<file path="config.mk">
export PLATFORM = sky130hd
export DESIGN_NAME = mem_port_arbiter_flat
export DESIGN_NICKNAME = d
export VERILOG_FILES = /design/src/rtl/mem_port_arbiter_if.sv /design/src/rtl/mem_port_arbiter.sv /design/src/flat_wrapper.sv
export SDC_FILE = /design/constraint.sdc
export NUM_CORES = 1
export LEC_CHECK = 0
export CAP_MARGIN = 20
export CORE_MARGIN = 10
export CORE_UTILIZATION = 43
export DETAILED_ROUTE_END_ITERATION = 10
export PLACE_DENSITY = 0.91
export SYNTH_ARGS = -nofsm -noshare
export SYNTH_HDL_FRONTEND = slang
export SYNTH_SLANG_ARGS = --single-unit
</file>
<file path="constraint.sdc">
create_clock -name clk -period 3.2 [get_ports clk]
set_input_delay 0.32 -clock clk [delete_from_list [all_inputs] [get_ports clk]]
set_output_delay 0.32 -clock clk [all_outputs]
set_load 0.05 [all_outputs]
</file>
<file path="src/rtl/mem_port_arbiter_if.sv">
// Bus bundle between the fetch/load-store requesters, the memory-port
// arbiter and main memory. The arbiter connects through the slave modport;
// the requesters and memory model connect through the master modport.
interface mem_port_arbiter_if #(
    parameter int ADDRESS_SIZE = 32,
    parameter int DATA_SIZE    = 32,
    parameter int ACCESS_SIZE  = 2
);
    // instruction-fetch requester (read-only)
    logic                    i_req;
    logic [ADDRESS_SIZE-1:0] i_addr;
    logic [ACCESS_SIZE-1:0]  i_acc_size;
    logic                    i_grant;
    logic                    i_ack;
    logic                    i_rvalid;
    logic [DATA_SIZE-1:0]    i_rdata;
    logic                    i_done;

    // load/store requester (read/write)
    logic                    d_req;
    logic [ADDRESS_SIZE-1:0] d_addr;
    logic [ACCESS_SIZE-1:0]  d_acc_size;
    logic                    d_wren;
    logic [DATA_SIZE-1:0]    d_wdata;
    logic                    d_grant;
    logic                    d_ack;
    logic                    d_rvalid;
    logic [DATA_SIZE-1:0]    d_rdata;
    logic                    d_done;

    // main memory port
    logic [ADDRESS_SIZE-1:0] mem_addr;
    logic [DATA_SIZE-1:0]    mem_d_in;
    logic [DATA_SIZE-1:0]    mem_d_out;
    logic [ACCESS_SIZE-1:0]  mem_acc_size;
    logic                    mem_wren;
    logic                    mem_enable;

    modport slave (
        input  i_req, i_addr, i_acc_size,
        output i_grant, i_ack, i_rvalid, i_rdata, i_done,
        input  d_req, d_addr, d_acc_size, d_wren, d_wdata,
        output d_grant, d_ack, d_rvalid, d_rdata, d_done,
        output mem_addr, mem_d_in, mem_acc_size, mem_wren, mem_enable,
        input  mem_d_out
    );

    modport master (
        output i_req, i_addr, i_acc_size,
        input  i_grant, i_ack, i_rvalid, i_rdata, i_done,
        output d_req, d_addr, d_acc_size, d_wren, d_wdata,
        input  d_grant, d_ack, d_rvalid, d_rdata, d_done,
        input  mem_addr, mem_d_in, mem_acc_size, mem_wren, mem_enable,
        output mem_d_out
    );
endinterface

</file>
<file path="src/rtl/mem_port_arbiter.sv">
// Memory-port arbiter: shares one single-word memory port between the
// instruction-fetch side and the load/store side. Each granted burst of
// 1/4/8/16 words is played out as back-to-back single-word accesses.
//
// Build option: define ARB_ROUND_ROBIN_EN to alternate the winner on
// simultaneous requests; otherwise the data side always has priority.
//
// state | meaning
// IDLE  | no grant; sample requests, pick winner, latch burst
// XFER  | one memory beat per cycle for the granted side
// DONE  | one-cycle done pulse; grant released on exit
module mem_port_arbiter #(
    parameter int ADDRESS_SIZE = 32,
    parameter int DATA_SIZE    = 32,
    parameter int ACCESS_SIZE  = 2
) (
    input  logic clk,
    input  logic rst_n,
    mem_port_arbiter_if.slave bus
);

    localparam logic [1:0] ST_IDLE = 2'b00;
    localparam logic [1:0] ST_XFER = 2'b01;
    localparam logic [1:0] ST_DONE = 2'b10;

    logic [1:0]              r_state;
    logic [3:0]              r_beat;
    logic [3:0]              r_last_beat;
    logic                    r_wren;
    logic                    r_i_grant;
    logic                    r_d_grant;
    logic                    r_i_rvalid;
    logic                    r_d_rvalid;
    logic [DATA_SIZE-1:0]    r_i_rdata;
    logic [DATA_SIZE-1:0]    r_d_rdata;
    logic                    r_i_done;
    logic                    r_d_done;
    logic [ADDRESS_SIZE-1:0] r_mem_addr;
    logic                    r_mem_wren;
    logic                    r_mem_enable;

    logic                    w_any_req;
    logic                    w_pick_d;
    logic                    w_xfer;
    logic                    w_last;
    logic                    w_rd_beat;
    logic                    w_new_wren;
    logic [ADDRESS_SIZE-1:0] w_req_addr;
    logic [ACCESS_SIZE-1:0]  w_req_size;

    // burst length code to index of the final beat (N-1)
    function automatic logic [3:0] size_to_last(input logic [ACCESS_SIZE-1:0] code);
        logic [3:0] last;
        case (code)
            ACCESS_SIZE'(0): last = 4'd0;
            ACCESS_SIZE'(1): last = 4'd3;
            ACCESS_SIZE'(2): last = 4'd7;
            default:         last = 4'd15;
        endcase
        return last;
    endfunction

    assign w_any_req = bus.i_req | bus.d_req;

`ifdef ARB_ROUND_ROBIN_EN
    // 1 = data side won the most recent arbitration
    logic r_last_d;

    assign w_pick_d = bus.d_req & (~bus.i_req | ~r_last_d);

    // remember the last winner so a tie goes to the other side next time
    always_ff @(posedge clk) begin
        if (!rst_n) begin
            r_last_d <= 1'b0;
        end else if (r_state == ST_IDLE && w_any_req) begin
            r_last_d <= w_pick_d;
        end
    end
`else
    assign w_pick_d = bus.d_req;
`endif

    assign w_req_addr = w_pick_d ? bus.d_addr : bus.i_addr;
    assign w_req_size = w_pick_d ? bus.d_acc_size : bus.i_acc_size;
    assign w_new_wren = w_pick_d & bus.d_wren;

    assign w_xfer    = (r_state == ST_XFER);
    assign w_last    = (r_beat == r_last_beat);
    assign w_rd_beat = w_xfer & ~r_wren;

    // burst sequencer: arbitration, beat stepping and done generation
    always_ff @(posedge clk) begin
        if (!rst_n) begin
            r_state      <= ST_IDLE;
            r_beat       <= 4'd0;
            r_last_beat  <= 4'd0;
            r_wren       <= 1'b0;
            r_i_grant    <= 1'b0;
            r_d_grant    <= 1'b0;
            r_i_done     <= 1'b0;
            r_d_done     <= 1'b0;
            r_mem_addr   <= '0;
            r_mem_wren   <= 1'b0;
            r_mem_enable <= 1'b0;
        end else begin
            r_i_done <= 1'b0;
            r_d_done <= 1'b0;
            case (r_state)
                ST_IDLE: begin
                    if (w_any_req) begin
                        r_state      <= ST_XFER;
                        r_beat       <= 4'd0;
                        r_last_beat  <= size_to_last(w_req_size);
                        r_wren       <= w_new_wren;
                        r_i_grant    <= ~w_pick_d;
                        r_d_grant    <= w_pick_d;
                        r_mem_addr   <= w_req_addr & ~ADDRESS_SIZE'(3);
                        r_mem_wren   <= w_new_wren;
                        r_mem_enable <= 1'b1;
                    end
                end
                ST_XFER: begin
                    if (w_last) begin
                        r_state      <= ST_DONE;
                        r_mem_wren   <= 1'b0;
                        r_mem_enable <= 1'b0;
                        r_i_done     <= r_i_grant;
                        r_d_done     <= r_d_grant;
                    end else begin
                        r_beat     <= r_beat + 4'd1;
                        r_mem_addr <= r_mem_addr + ADDRESS_SIZE'(4);
                    end
                end
                ST_DONE: begin
                    r_state   <= ST_IDLE;
                    r_i_grant <= 1'b0;
                    r_d_grant <= 1'b0;
                end
                default: begin
                    r_state   <= ST_IDLE;
                    r_i_grant <= 1'b0;
                    r_d_grant <= 1'b0;
                end
            endcase
        end
    end

    // read return: capture memory data for the beat presented this cycle
    always_ff @(posedge clk) begin
        if (!rst_n) begin
            r_i_rvalid <= 1'b0;
            r_d_rvalid <= 1'b0;
            r_i_rdata  <= '0;
            r_d_rdata  <= '0;
        end else begin
            r_i_rvalid <= w_rd_beat & r_i_grant;
            r_d_rvalid <= w_rd_beat & r_d_grant;
            if (w_rd_beat && r_i_grant) begin
                r_i_rdata <= bus.mem_d_out;
            end
            if (w_rd_beat && r_d_grant) begin
                r_d_rdata <= bus.mem_d_out;
            end
        end
    end

    // ack and write data follow the beat combinationally so the requester
    // can present the next word on the cycle after each ack
    assign bus.i_ack    = w_xfer & r_i_grant;
    assign bus.d_ack    = w_xfer & r_d_grant;
    assign bus.mem_d_in = (w_xfer && r_d_grant && r_wren) ? bus.d_wdata : '0;

    assign bus.i_grant  = r_i_grant;
    assign bus.i_rvalid = r_i_rvalid;
    assign bus.i_rdata  = r_i_rdata;
    assign bus.i_done   = r_i_done;

    assign bus.d_grant  = r_d_grant;
    assign bus.d_rvalid = r_d_rvalid;
    assign bus.d_rdata  = r_d_rdata;
    assign bus.d_done   = r_d_done;

    assign bus.mem_addr     = r_mem_addr;
    assign bus.mem_wren     = r_mem_wren;
    assign bus.mem_enable   = r_mem_enable;
    assign bus.mem_acc_size = '0;

endmodule

</file>
<file path="src/flat_wrapper.sv">
// flat-port wrapper written by rule: the top's interface ports become plain ports
module mem_port_arbiter_flat 
#(
    parameter int ADDRESS_SIZE = 32,
    parameter int DATA_SIZE    = 32,
    parameter int ACCESS_SIZE  = 2
)
  (clk, rst_n, bus_i_req, bus_i_addr, bus_i_acc_size, bus_i_grant, bus_i_ack, bus_i_rvalid, bus_i_rdata, bus_i_done, bus_d_req, bus_d_addr, bus_d_acc_size, bus_d_wren, bus_d_wdata, bus_d_grant, bus_d_ack, bus_d_rvalid, bus_d_rdata, bus_d_done, bus_mem_addr, bus_mem_d_in, bus_mem_acc_size, bus_mem_wren, bus_mem_enable, bus_mem_d_out);
  mem_port_arbiter_if #(.ADDRESS_SIZE(ADDRESS_SIZE), .DATA_SIZE(DATA_SIZE), .ACCESS_SIZE(ACCESS_SIZE)) bus_i ();
  input  logic clk;
  input  logic rst_n;
  input wire logic [$bits(bus_i.i_req)-1:0] bus_i_req;
  input wire logic [$bits(bus_i.i_addr)-1:0] bus_i_addr;
  input wire logic [$bits(bus_i.i_acc_size)-1:0] bus_i_acc_size;
  output wire logic [$bits(bus_i.i_grant)-1:0] bus_i_grant;
  output wire logic [$bits(bus_i.i_ack)-1:0] bus_i_ack;
  output wire logic [$bits(bus_i.i_rvalid)-1:0] bus_i_rvalid;
  output wire logic [$bits(bus_i.i_rdata)-1:0] bus_i_rdata;
  output wire logic [$bits(bus_i.i_done)-1:0] bus_i_done;
  input wire logic [$bits(bus_i.d_req)-1:0] bus_d_req;
  input wire logic [$bits(bus_i.d_addr)-1:0] bus_d_addr;
  input wire logic [$bits(bus_i.d_acc_size)-1:0] bus_d_acc_size;
  input wire logic [$bits(bus_i.d_wren)-1:0] bus_d_wren;
  input wire logic [$bits(bus_i.d_wdata)-1:0] bus_d_wdata;
  output wire logic [$bits(bus_i.d_grant)-1:0] bus_d_grant;
  output wire logic [$bits(bus_i.d_ack)-1:0] bus_d_ack;
  output wire logic [$bits(bus_i.d_rvalid)-1:0] bus_d_rvalid;
  output wire logic [$bits(bus_i.d_rdata)-1:0] bus_d_rdata;
  output wire logic [$bits(bus_i.d_done)-1:0] bus_d_done;
  output wire logic [$bits(bus_i.mem_addr)-1:0] bus_mem_addr;
  output wire logic [$bits(bus_i.mem_d_in)-1:0] bus_mem_d_in;
  output wire logic [$bits(bus_i.mem_acc_size)-1:0] bus_mem_acc_size;
  output wire logic [$bits(bus_i.mem_wren)-1:0] bus_mem_wren;
  output wire logic [$bits(bus_i.mem_enable)-1:0] bus_mem_enable;
  input wire logic [$bits(bus_i.mem_d_out)-1:0] bus_mem_d_out;
  assign bus_i.i_req = bus_i_req;
  assign bus_i.i_addr = bus_i_addr;
  assign bus_i.i_acc_size = bus_i_acc_size;
  assign bus_i_grant = bus_i.i_grant;
  assign bus_i_ack = bus_i.i_ack;
  assign bus_i_rvalid = bus_i.i_rvalid;
  assign bus_i_rdata = bus_i.i_rdata;
  assign bus_i_done = bus_i.i_done;
  assign bus_i.d_req = bus_d_req;
  assign bus_i.d_addr = bus_d_addr;
  assign bus_i.d_acc_size = bus_d_acc_size;
  assign bus_i.d_wren = bus_d_wren;
  assign bus_i.d_wdata = bus_d_wdata;
  assign bus_d_grant = bus_i.d_grant;
  assign bus_d_ack = bus_i.d_ack;
  assign bus_d_rvalid = bus_i.d_rvalid;
  assign bus_d_rdata = bus_i.d_rdata;
  assign bus_d_done = bus_i.d_done;
  assign bus_mem_addr = bus_i.mem_addr;
  assign bus_mem_d_in = bus_i.mem_d_in;
  assign bus_mem_acc_size = bus_i.mem_acc_size;
  assign bus_mem_wren = bus_i.mem_wren;
  assign bus_mem_enable = bus_i.mem_enable;
  assign bus_i.mem_d_out = bus_mem_d_out;
  mem_port_arbiter #(.ADDRESS_SIZE(ADDRESS_SIZE), .DATA_SIZE(DATA_SIZE), .ACCESS_SIZE(ACCESS_SIZE)) u_core (.clk(clk), .rst_n(rst_n), .bus(bus_i));
endmodule
</file>
==> metrics.txt <==
# TYPE chip_impl_metric gauge
chip_impl_info{name="outcome",value="finished clean"} 1
chip_impl_metric{name="power.sequential.fraction",unit=""} 0.412
chip_impl_metric{name="synth-edff-count",unit=""} 0
chip_impl_info{name="worst_hold_startpoint",value="bus_d_req"} 1
chip_impl_metric{name="design.die.area",unit="sq mm"} 0.0174
chip_impl_metric{name="layout.nets",unit=""} 1072
chip_impl_metric{name="seq_area",unit="sq mm"} 0.00224
chip_impl_metric{name="final-hold-violation-count",unit=""} 0
chip_impl_info{name="crit_path_end_kind",value="output port"} 1
chip_impl_metric{name="cell_internal_pwr",unit="W"} 0.00254
chip_impl_metric{name="numPlacedInstances",unit=""} 1090
chip_impl_metric{name="antenna_diodes",unit=""} 0
chip_impl_metric{name="cp_max_fo",unit=""} 32
chip_impl_metric{name="finalWirelength",unit="mm"} 20.1
chip_impl_metric{name="route.antenna.remaining_nets",unit=""} 0
chip_impl_metric{name="synthCells",unit=""} 693
chip_impl_metric{name="post_route_cells_drive_above_1_share",unit=""} 0.0961
chip_impl_metric{name="powerDensity",unit="mW/mm^2"} 472
chip_impl_info{name="worstReg2RegStart",value="u_core.bus.mem_addr[2]"} 1
chip_impl_metric{name="post_cts_hold_buffer_count",unit=""} 0
chip_impl_info{name="most_common_library_cell_in_the_layout_ignoring_fill_and_taps",value="clkdlybuf4s50_1"} 1
chip_impl_metric{name="clock-skew-final",unit="ps"} 9.14
chip_impl_metric{name="worst-endpoint-arrival",unit="ps"} 2140
chip_impl_metric{name="achievable-frequency",unit="GHz"} 0.406
chip_impl_info{name="critPathKind",value="reg2out"} 1
chip_impl_metric{name="pin_count_of_the_biggest_net_entering_global_routing",unit=""} 50
chip_impl_metric{name="layout_min_cycle_time",unit="ps"} 2460
chip_impl_metric{name="clkPwrFrac",unit=""} 0.267
chip_impl_metric{name="peakVddDrop",unit="mV"} 0.333
chip_impl_metric{name="power_share_of_the_combinational_group",unit=""} 0.321
chip_impl_metric{name="fill_cells",unit=""} 997
chip_impl_metric{name="firstDrtPassIters",unit=""} 5
chip_impl_metric{name="clock_insertion_delay_worst_skew",unit="ps"} 340
chip_impl_info{name="top_ff_cell_synth",value="dfxtp_1"} 1
chip_impl_metric{name="slew_headroom",unit=""} 0.493
chip_impl_metric{name="report.power.total",unit="W"} 0.00394
chip_impl_metric{name="initial_core_util",unit=""} 0.443
chip_impl_metric{name="via_count",unit=""} 5933
chip_impl_metric{name="synth-seq-cells",unit=""} 112
chip_impl_info{name="grt_setup_unrepaired",value="false"} 1
chip_impl_metric{name="netlist-cell-type-count",unit=""} 57
chip_impl_metric{name="first_global_vias",unit=""} 5723
chip_impl_metric{name="ff2ff_setup_slack",unit="ps"} 960
chip_impl_metric{name="post_route_clock_period_utilization",unit=""} 0.770
chip_impl_info{name="layout_common_cells",value="clkdlybuf4s50_1 (235), nand2_1 (153), dfxtp_1 (112), a21oi_1 (100), buf_4 (44)"} 1
chip_impl_metric{name="number_of_warnings_reported_in_the_yosys_synthesis_log",unit=""} 0
chip_impl_metric{name="cts_sinks",unit=""} 112
chip_impl_metric{name="gr-total-overflow",unit=""} 0
chip_impl_metric{name="max_slew.worst_pin.slew",unit="ps"} 761
chip_impl_metric{name="grt_util_met3",unit=""} 0.0492
chip_impl_info{name="worst_setup_path_start_kind",value="register"} 1
chip_impl_metric{name="number_of_max_capacitance_violations_reported",unit=""} 0
chip_impl_metric{name="max-clock-path-buffers",unit=""} 2
chip_impl_metric{name="whs",unit="ps"} 443
chip_impl_metric{name="drcViolationCount",unit=""} 0
chip_impl_metric{name="required",unit="ps"} 2880
chip_impl_info{name="hold_path.class",value="in2reg"} 1
chip_impl_info{name="busiest_layer",value="met2"} 1
chip_impl_metric{name="finalSetupViolations",unit=""} 0
chip_impl_info{name="cts_root_buffer",value="clkbuf_16"} 1
chip_impl_metric{name="power.share.switching",unit=""} 0.356
chip_impl_metric{name="grtUsageTotal",unit=""} 0.218
chip_impl_metric{name="power.static_leakage",unit="nW"} 3.07
chip_impl_metric{name="cts.clk_slew.worst_paths",unit="ps"} 70
chip_impl_metric{name="instances_no_fill",unit=""} 1105
chip_impl_metric{name="area_delta_synth_final",unit="%"} 55.0
chip_impl_metric{name="drt-vias-per-instance",unit=""} 5.37
chip_impl_metric{name="gp_congestion",unit=""} 0.902
chip_impl_metric{name="cts-buffers-inserted",unit=""} 9
chip_impl_metric{name="cts.htree.levels",unit=""} 3
chip_impl_metric{name="core_region_area",unit="sq mm"} 0.0122
chip_impl_metric{name="synth-async-reset-ratio",unit=""} 0
chip_impl_metric{name="place.detailed.hpwl",unit="mm"} 15.3
chip_impl_metric{name="drt_iter0_drc",unit=""} 617
chip_impl_metric{name="sequential_to_total_area_share_from_yosys_stat",unit=""} 0.416
chip_impl_info{name="cp-startpoint",value="u_core.r_state[0]"} 1
chip_impl_metric{name="grt_use_met2",unit=""} 0.388
chip_impl_metric{name="row_count",unit=""} 40
chip_impl_metric{name="total_net_switching_power",unit="W"} 0.00140
chip_impl_metric{name="cell_area_after_synthesis",unit="sq mm"} 0.00539
chip_impl_info{name="cts_tree",value="built"} 1
chip_impl_metric{name="chipHeight",unit="um"} 132
chip_impl_metric{name="final_report_max_slew_violation_count",unit=""} 0
chip_impl_metric{name="antenna_found_initial",unit=""} 0
chip_impl_metric{name="place.port_buffers",unit=""} 268
chip_impl_metric{name="first_pass_grt_wire_length",unit="mm"} 31.5
chip_impl_metric{name="multiInputGateArea",unit="sq mm"} 0.00291
chip_impl_metric{name="io-pin-count",unit=""} 277
chip_impl_metric{name="post_cts_resized",unit=""} 0
chip_impl_metric{name="chipWidth",unit="um"} 132
chip_impl_metric{name="routed_wire_length_per_instance",unit="um"} 18.2
chip_impl_metric{name="avgSynthCellArea",unit="sq um"} 7.77
chip_impl_metric{name="totalNegativeSetupSlack",unit="ps"} 0
chip_impl_metric{name="gr-usage-met1",unit=""} 0.247
chip_impl_metric{name="postCtsSetupRepairBufs",unit=""} 0
chip_impl_metric{name="post-route-util",unit=""} 0.686
==> layer usage <==
metal  part of all wire  up-vias  wire (um)
met5                  0        -          0
met4              0.031        0        626
met3              0.067       32       1360
met2               0.50      285      10100
met1               0.40     2720       8000
li1                   -     2896          -
==> worst paths after layout <==
kind                             endpoint  cells past startpoint
hold / removal         u_core.bus.i_grant                      3
setup / recovery         bus_mem_d_in[12]                      4
hold reg to reg    u_core.bus.d_rdata[13]                      2
setup reg to reg  u_core.bus.mem_addr[24]                      6
==> kinds of logic (layout without fill, tap and decap cells) <==
logic type	count (synthesis)	in the layout	share of synthesized area
adder cells (fa/ha/maj)	2	2	0.00465
XOR/XNOR	2	2	0.00325
AO/OA/AOI/OAI	186	186	0.208
flip-flops	112	112	0.416
other	1	4	0.000696
buffers and inverters	61	302	0.0481
multiplexers	28	28	0.0541
AND/OR/NAND/NOR	301	301	0.265
==> flip-flops by register name, summed over array words and instances, names as in the netlist <==
| signal | count |
|---|---|
| u_core.r_wren | 1 |
| u_core.r_state | 2 |
| u_core.r_last_beat | 3 |
| u_core.bus.d_rdata | 32 |
| u_core.bus.mem_enable | 1 |
| u_core.r_beat | 4 |
| u_core.bus.mem_wren | 1 |
| u_core.bus.i_grant | 1 |
| u_core.bus.i_rvalid | 1 |
| u_core.bus.i_done | 1 |
| u_core.bus.mem_addr | 30 |
| u_core.bus.d_rvalid | 1 |
| u_core.bus.d_grant | 1 |
| u_core.bus.d_done | 1 |
| u_core.bus.i_rdata | 32 |
==> synthesized netlist by cell type (2+ instances only) <==
library cell,count,share of area
nand3_2,2,0.0037
o21ai_0,25,0.023
mux2i_1,19,0.035
buf_4,4,0.0056
nor4_1,4,0.0046
dfxtp_1,112,0.42
and2_1,36,0.042
a311oi_1,2,0.0033
nand3_1,14,0.013
nor2_1,40,0.028
nand2_1,153,0.11
a22oi_1,3,0.0042
nand2b_1,4,0.0046
o21bai_1,2,0.0028
buf_1,3,0.0021
nor2b_1,7,0.0081
o221a_2,8,0.017
o31a_1,4,0.0065
a21oi_1,101,0.094
o22ai_1,3,0.0035
a31oi_1,9,0.010
ha_1,2,0.0046
o21a_1,2,0.0028
buf_2,12,0.011
clkbuf_1,35,0.024
o211ai_1,3,0.0042
or3_1,4,0.0046
xnor2_1,2,0.0033
o21ai_1,2,0.0019
o41ai_1,2,0.0033
and3_1,6,0.0070
nand4_1,9,0.010
a211oi_1,10,0.014
mux2_2,9,0.019
inv_1,7,0.0049
nor3_1,12,0.011
==> metrics by stage <==
| step | cell area (sq um) | worst slack, ps |
|---|---|---|
| 5_1_grt | 8350 | 498 |
| 3_3_place_gp | 8080 | 924 |
| 3_5_place_dp | 8080 | 888 |
| 6_report | 8350 | 737 |
| 4_1_cts | 8350 | 709 |
| 2_1_floorplan | 5400 | 928 |
==> cell type report <==
cell class                      instances  area share
Multi-Input combinational cell        523       0.349
Clock inverter                          5     0.00375
Inverter                                7     0.00315
Tap cell                              168      0.0252
Clock buffer                           10      0.0286
Sequential cell                       112       0.269
Timing Repair Buffer                  280       0.322
==> critical path, cell delays in order (launching register included) <==
cell	delay [ps]
dfxtp_1	410
nor2b_2	220
and3_1	670
and2_1	270
buf_4	220
==> power groups by stage <==
stage / sequential, W / combinational [W] / clock (W)
after detailed placement: 0.00165 / 0.00126 / 0
after CTS: 0.00162 / 0.00127 / 0.00108
after floorplan: 0.00196 / 0.000455 / 0
final: 0.00162 / 0.00127 / 0.00105
after global routing: 0.00164 / 0.00135 / 0.00112
after global placement: 0.00165 / 0.00125 / 0
(Power assumes the default switching activity.)
